### config.mk
export PLATFORM = sky130hd
export DESIGN_NAME = calc1_req_driver
export DESIGN_NICKNAME = d
export VERILOG_FILES = /design/src/rtl/calc1_req_driver.sv
export SDC_FILE = /design/constraint.sdc
export NUM_CORES = 1
export LEC_CHECK = 0
export ABC_AREA = 1
export CAP_MARGIN = 10
export CORE_AREA = 2 2 115 117
export CTS_CLUSTER_DIAMETER = 100
export DETAILED_ROUTE_END_ITERATION = 8
export DIE_AREA = 0 0 117 119
export PLACE_DENSITY = 0.87
export RECOVER_POWER = 100
export SLEW_MARGIN = 20
export SYNTH_ARGS = -nofsm -noshare
export SYNTH_HDL_FRONTEND = slang
export SYNTH_SLANG_ARGS = --single-unit
### constraint.sdc
create_clock -name c_clk -period 1.75 [get_ports c_clk]
set_input_delay 0.35 -clock c_clk [delete_from_list [all_inputs] [get_ports c_clk]]
set_output_delay 0.35 -clock c_clk [all_outputs]
set_load 0.02 [all_outputs]
### src/rtl/calc1_req_driver.sv
// Single-port calc1 request initiator: accepts a transaction upstream, drives the two-cycle
// request, waits for out_resp with a timeout, then returns the result downstream.
module calc1_req_driver #(
    parameter int unsigned DATA_W  = 32,
    parameter int unsigned CMD_W   = 4,
    parameter int unsigned TIMEOUT = 64,
    parameter int unsigned TO_W    = 7
) (
    input  logic              c_clk,
    input  logic              reset_n,

    input  logic              tx_valid,
    output logic              tx_ready,
    input  logic [CMD_W-1:0]  tx_cmd,
    input  logic [DATA_W-1:0] tx_op1,
    input  logic [DATA_W-1:0] tx_op2,

    output logic [CMD_W-1:0]  req_cmd_in,
    output logic [DATA_W-1:0] req_data_in,
    input  logic [1:0]        out_resp,
    input  logic [DATA_W-1:0] out_data,

    output logic              rsp_valid,
    input  logic              rsp_ready,
    output logic [1:0]        rsp_resp,
    output logic [DATA_W-1:0] rsp_data,
    output logic              rsp_timeout,

    output logic              err_spurious,
    output logic              busy,
    output logic [15:0]       txn_count
);

    typedef enum logic [2:0] {
        StIdle,
        StCmd,
        StOp2,
        StWait,
        StDone
    } state_e;

    localparam logic [TO_W-1:0] LastCnt = TO_W'(TIMEOUT - 1);

    state_e              state_q, state_d;
    logic [DATA_W-1:0]   op2_q, op2_d;
    logic [CMD_W-1:0]    req_cmd_q, req_cmd_d;
    logic [DATA_W-1:0]   req_data_q, req_data_d;
    logic [1:0]          rsp_resp_q, rsp_resp_d;
    logic [DATA_W-1:0]   rsp_data_q, rsp_data_d;
    logic                rsp_timeout_q, rsp_timeout_d;
    logic                err_spurious_q, err_spurious_d;
    logic [15:0]         txn_count_q, txn_count_d;
    logic [TO_W-1:0]     cnt_q, cnt_d;
    logic                resp_seen;

    assign resp_seen = (out_resp != 2'd0);

    always_ff @(posedge c_clk or negedge reset_n) begin
        if (!reset_n) begin
            state_q        <= StIdle;
            op2_q          <= '0;
            req_cmd_q      <= '0;
            req_data_q     <= '0;
            rsp_resp_q     <= '0;
            rsp_data_q     <= '0;
            rsp_timeout_q  <= 1'b0;
            err_spurious_q <= 1'b0;
            txn_count_q    <= '0;
            cnt_q          <= '0;
        end else begin
            state_q        <= state_d;
            op2_q          <= op2_d;
            req_cmd_q      <= req_cmd_d;
            req_data_q     <= req_data_d;
            rsp_resp_q     <= rsp_resp_d;
            rsp_data_q     <= rsp_data_d;
            rsp_timeout_q  <= rsp_timeout_d;
            err_spurious_q <= err_spurious_d;
            txn_count_q    <= txn_count_d;
            cnt_q          <= cnt_d;
        end
    end

    always_comb begin
        state_d        = state_q;
        op2_d          = op2_q;
        req_cmd_d      = '0;
        req_data_d     = '0;
        rsp_resp_d     = rsp_resp_q;
        rsp_data_d     = rsp_data_q;
        rsp_timeout_d  = rsp_timeout_q;
        txn_count_d    = txn_count_q;
        cnt_d          = cnt_q;
        // A response outside WAIT is only flagged; it never alters state or data.
        err_spurious_d = err_spurious_q | (resp_seen && (state_q != StWait));

        unique case (state_q)
            StIdle: begin
                if (tx_valid) begin
                    op2_d         = tx_op2;
                    rsp_resp_d    = '0;
                    rsp_data_d    = '0;
                    rsp_timeout_d = 1'b0;
                    if (tx_cmd != '0) begin
                        // Request outputs are registered, so the CMD beat is loaded here.
                        state_d    = StCmd;
                        req_cmd_d  = tx_cmd;
                        req_data_d = tx_op1;
                    end else begin
                        state_d = StDone;
                    end
                end
            end
            StCmd: begin
                state_d    = StOp2;
                req_data_d = op2_q;
            end
            StOp2: begin
                state_d = StWait;
                cnt_d   = '0;
            end
            StWait: begin
                cnt_d = cnt_q + TO_W'(1);
                if (resp_seen) begin
                    state_d       = StDone;
                    rsp_resp_d    = out_resp;
                    rsp_data_d    = out_data;
                    rsp_timeout_d = 1'b0;
                end else if (cnt_q == LastCnt) begin
                    state_d       = StDone;
                    rsp_resp_d    = '0;
                    rsp_data_d    = '0;
                    rsp_timeout_d = 1'b1;
                end
            end
            StDone: begin
                if (rsp_ready) begin
                    state_d = StIdle;
                    if (txn_count_q != 16'hFFFF) begin
                        txn_count_d = txn_count_q + 16'd1;
                    end
                end
            end
            default: begin
                state_d = StIdle;
            end
        endcase
    end

    assign tx_ready     = (state_q == StIdle);
    assign rsp_valid    = (state_q == StDone);
    assign busy         = (state_q != StIdle);
    assign req_cmd_in   = req_cmd_q;
    assign req_data_in  = req_data_q;
    assign rsp_resp     = rsp_resp_q;
    assign rsp_data     = rsp_data_q;
    assign rsp_timeout  = rsp_timeout_q;
    assign err_spurious = err_spurious_q;
    assign txn_count    = txn_count_q;

endmodule
==> run summary <==
Non-Filler Instances = 1059
VDD IR max = 0.000754 V
Post-Syn Area = 5630 µm²
Placed insts = 1027
Max Clock Freq = 578 MHz
Critical R2R Launch = cnt_q[0]
Detailed Route Iter0 Violations = 310
Total power = 12.9 mW
#FFs+latches synth = 130
Worst Setup SP = req_data_in[29]
Leak = 4.28 nW
Switching share of power = 36.0%
Worst reg2reg path depth = 9
Final Max Tran Viols = 0
Worst skew pair latency = 0.42 ns
H-Tree Depth = 4
GPL Wtd Cong = 0.882
Synth warnings = 0
First drt pass iteration count = 5
Status = completed
Ys async rst share = 100%
I/O pin count = 197
Num CTS Buffers = 17
Main synth FF type = dfrtp_1
CP max FO = 1
Sequential area share after synthesis = 57.8%
Final setup violation count = 0
WP depth = 1
Wire per inst = 14.2 µm
Net Count, Synth = 764
Logic pwr share = 35.4%
Synth top area share = 57.8%
DRT Wirelength = 15.0 mm
Layout area overhead = 46.9%
Port Buffers = 196
Synth top area cells = dfrtp_1 58%, nand2_1 20%, nand3_1 6.8%
Worst path bufs/invs = 1
Number of nets in the layout = 979
Post-DRT Antenna Nets = 0
First-pass GRT wire length = 23.8 mm
Final min period = 1.73 ns
Vias in the first global route = 4963
Final Hold Fails = 0
Final Cycle Share = 98.8%
CP startpoint kind = flop
Drt via density = 4.82
WL met2 = 7.61 mm
CTS clock-pin slew for the worst setup and hold paths = 0.05 ns
Max-cap viol count = 0
Initial antenna violation count = 0
Rows = 42
Critical path type = reg2out
Sw Pwr = 4.64 mW
Initial core utilization = 43.7%
Clock power share = 29.8%
Fin Clk Skew = 0.00733 ns
Yosys top cell by area = dfrtp_1
# fillers = 1080
Worst endpoint required time = 1.40 ns
Hpwl dp = 10.5 mm
Sink Count = 130
Die Ht = 119 µm
Longest Clk Path Bufs = 2
Post-synthesis cell type count = 30
CP arrival = 1.38 ns
Mapped Avg Cell Area = 8.58 µm²
Sequential fraction of design power = 34.8%
Max-slew headroom = 53.1%
Root Buffer Master = clkbuf_16
Total track usage = 22.2%
Hold/Removal Path Class = in2async
CP delay by family, top = buffers and inverters
TritonCTS clock tree = built
Total grt overflow = 0
Most common cell in the netlist = nand2_1
Slew @ Worst Pin = 0.703 ns
Worst setup EP type = primary output
Power per cell area = 1560 nW/µm²
Crit path largest cell delay = 0.64 ns
Drc violations = 0
Share of layout cells above drive strength 1 = 9.06%
Core area = 12900 µm²
Max stage delay cell, worst path = clkdlybuf4s50_1
Largest net degree at the start of global routing = 51
M1 wire length = 5.90 mm
Most frequent cells after synthesis = 303 x nand2_1, 130 x dfrtp_1, 77 x nand3_1, 29 x inv_1, 25 x nor2_1
Diodes inserted = 0
Highest Signal Layer = met4
Die extent in x = 117 µm
Crit-path cells = clkdlybuf4s50_1
Post-CTS Setup Repair Bufs = 0
Cell Int Power = 8.24 mW
Die area = 13900 µm²
Metal3 WL = 741 µm
Via Count = 5108
EDFF count, synth = 0
Gate Count Post-Synth = 656
power groups by stage:
| stage | clock network [mW] | logic (mW) | registers (mW) |
|---|---|---|---|
| 6_report | 3.84 | 4.56 | 4.49 |
| 4_1_cts | 3.90 | 5.01 | 4.49 |
| 2_1_floorplan | 0 | 2.20 | 5.17 |
| 3_5_place_dp | 0 | 5.16 | 4.52 |
| 3_3_place_gp | 0 | 5.06 | 4.50 |
| 5_1_grt | 4.02 | 5.01 | 4.59 |
registers in the layout, summed over array words and instances, names as in the netlist:
signal	count
op2_q	32
req_data_in	32
rsp_data	32
txn_count	16
cnt_q	7
req_cmd_in	4
state_q	3
rsp_resp	2
err_spurious	1
rsp_timeout	1
worst paths after layout:
kind | endpoint | slack [ns]
worst max-delay path | req_data_in[29] | 0.02
max in group asynchronous | req_data_in[25] | 0.26
worst max register to register | rsp_data[12] | 0.14
worst min-delay path | rsp_data[5] | 0.44
min in group c_clk | rsp_data[23] | 0.46
worst min register to register | rsp_data[23] | 0.46
layout by cell type, fill, tap and decap left out, drive strengths merged, types with 4 or more instances in the layout:
cell             n
clkdlybuf4s50  130
dfrtp          130
buf             20
nand4            7
xnor2            7
clkbuf          55
nand2          317
o21ai           10
bufinv           4
nor2            31
nand3           78
a21oi            4
dlygate4sd2     40
inv             34
cells by family after synthesis:
group,synth area share [%]
AND/OR/NAND/NOR,32.7
buffers and inverters,5.56
AO/OA/AOI/OAI,2.09
flip-flops,57.8
XOR/XNOR,1.40
adder cells (fa/ha/maj),0.445
area by class of cell:
class                      instances  area, µm²  share of cell area, %
sequential                       130       3250                   39.4
multi-input combinational        465       2050                   24.8
tap                              176        220                   2.67
clock inverter                     8        149                   1.80
inverter                          34        128                   1.54
timing repair buffer             223       1960                   23.8
clock buffer                      23        498                   6.03
metrics by stage:
stage	utilization (%)	worst slack (ns)	cell area (µm²)	hold slack [ns]	TNS, ns
after floorplan	-	0.172	5630	0.0544	0
after global placement	61.4	-0.414	7910	0.333	-13.60
after detailed placement	61.4	-0.508	7910	0.335	-15.81
after CTS	66.1	0.000271	8510	0.447	0
after global routing	64.2	-0.00380	8260	0.461	-0.00380
final	64.2	0.0212	8260	0.443	0
metal layers:
layer	GRT usage, %	vias to the layer above
met3	4.94	49
met4	13.8	0
met2	36.4	176
met1	26.1	2390
met5	0	-
li1	-	2493
what timing repair did:
item                                    CTS  global route
hold endpoints to repair                 45             0
endpoints found under the setup margin   75            31
resized for setup                        54            24
hold buffers                              1             0
pin swaps                                 0             1
Power figures use the tool's default switching activity.
